`config.mk`:
```
export PLATFORM = sky130hd
export DESIGN_NAME = mult_div_unit
export DESIGN_NICKNAME = d
export VERILOG_FILES = /design/src/rtl/mult_div_unit_pkg.sv /design/src/rtl/mult_div_unit.sv
export SDC_FILE = /design/constraint.sdc
export NUM_CORES = 1
export LEC_CHECK = 0
export CAP_MARGIN = 20
export CORE_ASPECT_RATIO = 0.9
export CORE_UTILIZATION = 25
export DETAILED_ROUTE_END_ITERATION = 10
export PLACE_DENSITY = 0.38
export SLEW_MARGIN = 25
export SYNTH_ARGS = -nofsm -noshare
export SYNTH_HDL_FRONTEND = slang
export SYNTH_SLANG_ARGS = --single-unit
```
`constraint.sdc`:
```
create_clock -name clk -period 5.1 [get_ports clk]
set_input_delay 1.53 -clock clk [delete_from_list [all_inputs] [get_ports clk]]
set_output_delay 1.53 -clock clk [all_outputs]
set_load 0.05 [all_outputs]
```
`src/rtl/mult_div_unit_pkg.sv`:
```
// mult_div_unit_pkg: widths, funct codes and decode helpers for the multiply/divide unit.
package mult_div_unit_pkg;
    localparam int DATA_W = 32;
    localparam int FUNCT_W = 6;
    localparam logic [FUNCT_W-1:0] FUNCT_MULT = 6'h18;
    localparam logic [FUNCT_W-1:0] FUNCT_MULTU = 6'h19;
    localparam logic [FUNCT_W-1:0] FUNCT_DIV = 6'h1a;
    localparam logic [FUNCT_W-1:0] FUNCT_DIVU = 6'h1b;

    function automatic logic funct_ok(input logic [FUNCT_W-1:0] f);
        return f == FUNCT_MULT || f == FUNCT_MULTU || f == FUNCT_DIV || f == FUNCT_DIVU;
    endfunction

    function automatic logic funct_div(input logic [FUNCT_W-1:0] f);
        return f == FUNCT_DIV || f == FUNCT_DIVU;
    endfunction

    function automatic logic funct_signed(input logic [FUNCT_W-1:0] f);
        return f == FUNCT_MULT || f == FUNCT_DIV;
    endfunction
endpackage

```
`src/rtl/mult_div_unit.sv`:
```
// mult_div_unit: iterative radix-2 shift-add multiplier / restoring divider sharing
// one 64-bit working register, one adder/subtractor and one counter.
module mult_div_unit
    import mult_div_unit_pkg::*;
#(
    parameter int ITER = 32
) (
    input  logic                  clk,
    input  logic                  rst_n,
    input  logic                  start,
    input  logic [FUNCT_W-1:0]    funct,
    input  logic [DATA_W-1:0]     operand_1,
    input  logic [DATA_W-1:0]     operand_2,
    input  logic                  cancel,
    output logic                  busy,
    output logic                  mult_div_done,
    output logic [2*DATA_W-1:0]   mult_div_result
);
    localparam logic [1:0] S_IDLE = 2'd0;
    localparam logic [1:0] S_CALC = 2'd1;
    localparam logic [1:0] S_FIXUP = 2'd2;
    localparam logic [1:0] S_DONE = 2'd3;

    logic [1:0] state, state_next;
    logic [4:0] cnt;
    logic [63:0] acc, acc_next, fixed;
    logic [31:0] b;
    logic is_div, neg_res, neg_rem;
    logic accept, div_zero, a_neg, b_neg;
    logic [32:0] x, y;
    logic [33:0] sum;

    assign accept = start && !cancel && funct_ok(funct) && (state == S_IDLE || state == S_DONE);
    assign div_zero = accept && funct_div(funct) && operand_2 == '0;
    assign a_neg = funct_signed(funct) && operand_1[31];
    assign b_neg = funct_signed(funct) && operand_2[31];

    always_ff @(posedge clk or negedge rst_n) begin
        if (!rst_n) state <= S_IDLE;
        else state <= state_next;
    end

    always_comb begin
        state_next = accept ? (div_zero ? S_DONE : S_CALC) :
                     cancel ? S_IDLE :
                     state == S_CALC ? (cnt == 5'(ITER - 1) ? S_FIXUP : S_CALC) :
                     state == S_FIXUP ? S_DONE : S_IDLE;
    end

    always_comb begin
        busy = state == S_CALC || state == S_FIXUP;
        mult_div_done = state == S_DONE;
    end

    // Divide compares the shifted partial remainder (33 bits) against the divisor;
    // the extra top bit of sum is the borrow.
    always_comb begin
        x = is_div ? acc[63:31] : {1'b0, acc[63:32]};
        y = {1'b0, b};
        sum = is_div ? {1'b0, x} - {1'b0, y} : {1'b0, x} + {1'b0, y};
        acc_next = is_div ? (!sum[33] ? {sum[31:0], acc[30:0], 1'b1} : {acc[62:0], 1'b0}) :
                   (acc[0] ? {sum[32:0], acc[31:1]} : {1'b0, acc[63:1]});
        fixed = is_div ? {neg_rem ? -acc[63:32] : acc[63:32], neg_res ? -acc[31:0] : acc[31:0]} :
                (neg_res ? -acc : acc);
    end

    always_ff @(posedge clk or negedge rst_n) begin
        if (!rst_n) begin
            cnt <= '0;
            acc <= '0;
            b <= '0;
            is_div <= 1'b0;
            neg_res <= 1'b0;
            neg_rem <= 1'b0;
            mult_div_result <= '0;
        end else if (accept) begin
            cnt <= '0;
            acc <= {32'd0, a_neg ? -operand_1 : operand_1};
            b <= b_neg ? -operand_2 : operand_2;
            is_div <= funct_div(funct);
            neg_res <= a_neg ^ b_neg;
            neg_rem <= a_neg;
            if (div_zero) mult_div_result <= {operand_1, 32'hFFFF_FFFF};
        end else if (state == S_CALC) begin
            cnt <= cnt + 5'd1;
            acc <= acc_next;
        end else if (state == S_FIXUP && !cancel) begin
            mult_div_result <= fixed;
        end
    end
endmodule

```
# Word level (Yosys, flattened, before mapping)
# Cells that the tools add are included.
# totals
ff_bits	170
inputBits	74
# op_classes
n_addsub	8
n_eq_ne	10
mux	25
bitwise	1
reduce_logical	21
# ops
cell	count
64-bit 2-to-1 mux	11
32-bit 2-to-1 mux	4
32-bit negator	4
64-bit negator	1
33-bit by 32-bit adder with 34-bit output	1
34-bit 2-to-1 mux	1
33-bit by 32-bit subtractor with 34-bit output	1
33-bit 2-to-1 mux	1
32-bit logical NOT	1
6-bit by 5-bit equality test with 1-bit output (second input constant)	4
2-bit 2-to-1 mux	6
5-bit 2-to-1 mux	2
1-bit logical AND	8
1-bit logical OR	7
5-bit by 1-bit adder with 5-bit output (second input constant)	1
5-bit equality test (second input constant)	1
2-bit equality test (second input constant)	2
2-bit nonzero test	2
3-bit AND reduction	1
2-bit by 1-bit equality test with 1-bit output (second input constant)	1
2-bit logical NOT	1
2-bit by 1-bit != test with 1-bit output (second input constant)	1
2-bit != test (second input constant)	1
1-bit logical NOT	1
1-bit XOR	1

# Longest topological paths before layout
# depth
ltp_word	10
mapped_depth	20
mapped_depth_nobuf	19

# Least setup slack after synthesis
# Ideal clock, no wire load.
# synth_path
path_kind	register to register
startpoint	register b[3]
endpoint	register acc[42]
t_arrival_ns	4.558
path_slack_ns	0.409
path_stages_with_launch	19
period_less_slack_ns	4.691
cell_sequence	dfrtp_1 -> or4_1 -> nor4_1 -> and2b_1 -> nand2_1 -> nor4_1 -> and2b_1 -> nor2_1 -> xnor2_1 -> ha_1 -> and4_1 -> nand2_1 -> a2111oi_0 -> a211o_1 -> a21o_1 -> buf_4 -> mux2_2 -> a21oi_1 -> o21ai_0
# synth_between
elab_chain_len	6
word_cells_on_any_way	8
cone_classes	add/sub: 2; mux: 6
# synth_lines
element	line_no	source
start, declared	mult_div_unit.sv:27	logic [31:0] b;
start signal, assigned	mult_div_unit.sv:79	b <= b_neg ? -operand_2 : operand_2;
33-bit by 32-bit adder with 34-bit output or 33-bit by 32-bit subtractor with 34-bit output (tied branches)	mult_div_unit.sv:60	sum = is_div ? {1'b0, x} - {1'b0, y} : {1'b0, x} + {1'b0, y};
34-bit 2-to-1 mux (*)	mult_div_unit.sv:60	
64-bit 2-to-1 mux, on equally long branches	mult_div_unit.sv:62, mult_div_unit.sv:61	
64-bit 2-to-1 mux (*)	mult_div_unit.sv:61	acc_next = is_div ? (!sum[33] ? {sum[31:0], acc[30:0], 1'b1} : {acc[62:0], 1'b0}) :
64-bit 2-to-1 mux (*)	mult_div_unit.sv:84	end else if (state == S_CALC) begin
64-bit 2-to-1 mux (*)	mult_div_unit.sv:76	end else if (accept) begin
end signal, assigned	mult_div_unit.sv:78	acc <= {32'd0, a_neg ? -operand_1 : operand_1};
end signal, assigned	mult_div_unit.sv:86	acc <= acc_next;
end, declared	mult_div_unit.sv:26	logic [63:0] acc, acc_next, fixed;
# Every way passes the cells marked *; elsewhere a longest branch is shown, timed or not. The select of a mux whose other input is x is not followed.
# A chain may end at the register's enable or synchronous reset.

# Final worst setup path
# layout_path
startpoint	register b[5]
endpoint	register acc[39]
# Same word-level chain as after synthesis.

==> impl_results.md <==
- Status: completed
- Power per cell area: 643 nW/um^2
- Multi-input gate area in the final layout: 9040 sq um
- Syn Nets: 1830
- DP Wirelength: 40.0 mm
- Worst-margin pin slew: 0.967 ns
- FP Rows: 81
- DR vias: 13.0k
- First-pass GRT wire length: 80.2 mm
- Net switching power: 0.00544 W
- Pre-antenna DRT Iters: 5
- Crit path kind: flop to flop
- Core Region: 54500 sq um
- Hold buffer count at CTS: 0
- Yosys Warn Count: 0
- Static Leak: 6.74 nW
- IR Drop Worst-Case VDD: 0.288 mV
- Mapped Avg Cell Area: 8.08 sq um
- Dominant cells by area after synthesis: dfrtp_1 (31%), xnor2_1 (6.1%), o21ai_0 (5.9%), nand2_1 (5.4%), xor2_1 (5.3%)
- Die Span Y: 225 um
- CTS Root Cell: clkbuf_16
- Clock Tree Buf Depth: 2
- Synth unique cells: 80
- Post-synthesis sequential area ratio: 30.7%
- # nets final: 1917
- P_int: 0.00536 W
- Clk_skew: 0.0121 ns
- Startpoint types: flop
- # port buffers: 139
- Chip Width: 250 um
- CTS tree: done
- Detail Route Antenna Nets: 0
- Worst rel slew slack: 35.1%
- Final min period: 4.77 ns
- CTS Sinks: 170
- # fillers: 5870
- Mapped cell area: 13800 sq um
- Max Cap Violations: 0
- Synth Flop Type: dfrtp_1
- Finish-stage setup viols: 0
- CTS Buf Count: 17
- P&R area growth vs syn: 21.4%
- Max FO, Critical Path: 6
- Setup crit end kind: flop
- Synth area leader: dfrtp_1
- Top-area cell type share of the netlist area: 30.7%
- Largest net degree at the start of global routing: 91
- Hold_ws: 0.481 ns
- Antenna cell count: 0
- Initial antenna violation count: 2
- Clock group share of total power: 12.9%
- Sw frac: 50.3%
- I/O Pins: 140
- Global route overflow: 0
- Tcrit/Tclk final: 93.5%
- Top Metal Used: met4
- WL per Instance: 20.8 um
- Share of layout cells above drive strength 1: 9.38%
- Drt drc: 0
- Setup TNS: 0 ns
- Starting Density: 25.4%
- Starting DRT DRC Count: 783
- Register area: 4260 sq um
- Met3 wire len: 1.95 mm
- Vias/cell: 5.16
- Critical path arrival: 5.15 ns
- Die area: 56300 sq um
- Critical path required time: 5.48 ns
- #FFs+latches synth: 170
- Clock transition at path regs: 0.07 ns
- Hold Path Class: flop to flop
- Final wirelength: 52.3 mm
- Number of synthesized flops with an enable pin: 0
- Number of global-route vias before repair: 12.7k
- Met1 WL: 26.5 mm
- H-tree depth: 4
- Combinational power share: 63.5%
- Final Hold Violating Endpoints: 0
- Flop pwr share: 23.6%
- Pins Over Slew Limit: 0
- Total GRT Usage: 18.8%
- Met2 routed WL: 23.3 mm
- RSZ-0062 raised after global routing: false
- Later-pin clock latency in the skew report: 0.50 ns
- Asr flop ratio synth: 100%
- GP Congestion: 0.862
- Cells after Synth: 1713
- Fmax: 210 MHz
cell type report:
cell class / instances / area share [%]
clock buffers: 20 / 2.66
clock inverters: 12 / 0.842
inverters: 36 / 0.804
multi-input cells: 1381 / 53.8
flip-flops and latches: 170 / 25.3
well taps: 705 / 5.25
repair buffers: 194 / 11.3
final timing paths:
path / slack [ns] / cells past startpoint / endpoint / start
worst min-delay path: 0.48 / 2 / mult_div_result[18]$_DFFE_PN0P_ / mult_div_result[18]$_DFFE_PN0P_
worst max-delay path: 0.33 / 19 / acc[39]$_DFFE_PN0P_ / b[5]$_DFFE_PN0P_
worst min register to register: 0.48 / 2 / mult_div_result[18]$_DFFE_PN0P_ / mult_div_result[18]$_DFFE_PN0P_
worst max register to register: 0.33 / 19 / acc[39]$_DFFE_PN0P_ / b[5]$_DFFE_PN0P_
min in group asynchronous: 1.12 / 1 / mult_div_result[27]$_DFFE_PN0P_ / rst_n
max in group asynchronous: 3.07 / 2 / acc[10]$_DFFE_PN0P_ / rst_n
worst max-delay path: stages (launching register included):
cell      delay, ns
dfrtp_1        0.40
or4_4          0.57
nor4_4         0.29
and2b_1        0.19
nand2_1        0.12
nor4_2         0.24
buf_4          0.16
a21oi_1        0.07
xnor2_1        0.17
ha_1           0.35
a21o_1         0.22
a31oi_2        0.21
o211ai_1       0.15
a31o_2         0.29
a211o_1        0.26
a21o_4         0.24
nor2_2         0.17
buf_12         0.15
o211ai_1       0.09
a32o_1         0.30
synth_stat cells (9+ instances only):
cell and count:
a31oi_1 47, mux2i_1 59, nand3_1 26, nor2_1 150, or3_1 12, a211oi_1 11, and3_1 9, ha_1 42
nand2_1 198, inv_1 35, o211ai_1 53, nor2b_1 12, a22o_1 11, nor3_1 34, nand2b_1 18, xnor2_1 96
nor4_1 17, o41ai_1 12, buf_2 15, xor2_1 83, dfrtp_1 170, a21o_1 14, clkbuf_1 94, buf_1 13
o31ai_1 24, or4_1 15, mux2_2 33, a21oi_1 118, o21ai_0 163
flip-flops by register name, indices dropped and copies added, names as in the netlist:
name             flops
acc                 64
mult_div_result     64
b                   32
cnt                  5
state                2
is_div               1
neg_rem              1
neg_res              1
cell families (layout without fill, tap and decap cells):
logic type	Yosys count	after routing	share of synthesized area, %
multiplexers	92	92	6.95
buffers and inverters	162	262	4.66
adder cells (fa/ha/maj)	43	43	3.94
XOR/XNOR	179	179	11.3
AND/OR/NAND/NOR	542	542	18.5
flip-flops	170	170	30.7
AO/OA/AOI/OAI	525	525	23.9
repair_timing:
item	in CTS	in global routing
cloned	0	0
setup endpoints to repair	1	31
pin swaps	0	4
gates resized for setup	1	11
setup buffers	0	1
power groups by stage:
stage | combinational (W) | clock [W] | sequential (W)
2_1_floorplan | 0.00458 | 0 | 0.00250
3_3_place_gp | 0.00679 | 0 | 0.00257
3_5_place_dp | 0.00679 | 0 | 0.00257
4_1_cts | 0.00682 | 0.00144 | 0.00255
5_1_grt | 0.00751 | 0.00148 | 0.00264
6_report | 0.00686 | 0.00139 | 0.00255
placed cells by master, fill, tap and decap left out, drive strengths merged, types with 24 or more instances in the layout:
master	synthesis	final
nor3	36	36
xnor2	96	96
buf	32	56
a31oi	47	47
ha	42	42
dfrtp	170	170
nand3	27	27
mux2i	59	59
o211ai	53	53
o21ai	170	170
mux2	33	33
xor2	83	83
clkdlybuf4s50	0	138
a21oi	121	121
nand2	198	198
nor2	153	153
inv	36	39
o31ai	24	24
routing by layer:
layer / GRT usage [%] / vias to the layer above
li1: - / 6349
met1: 27.7 / 6356
met2: 29.0 / 266
met3: 2.08 / 26
met4: 4.83 / 0
met5: 0 / -
metrics by stage:
step / worst slack (ns) / total power (W) / utilization (%) / cell area [sq um] / std cells
global placement: 0.0998 / 0.00936 / 29.6 / 16100 / 2485
finish: 0.332 / 0.0108 / 30.8 / 16800 / 2518
global route: 0.0165 / 0.0116 / 30.8 / 16800 / 2518
detailed placement: 0.0175 / 0.00936 / 29.6 / 16100 / 2485
floorplan: 0.409 / 0.00708 / - / 13800 / 1713
CTS: 0.0266 / 0.0108 / 30.7 / 16700 / 2517
(Power assumes the default switching activity.)
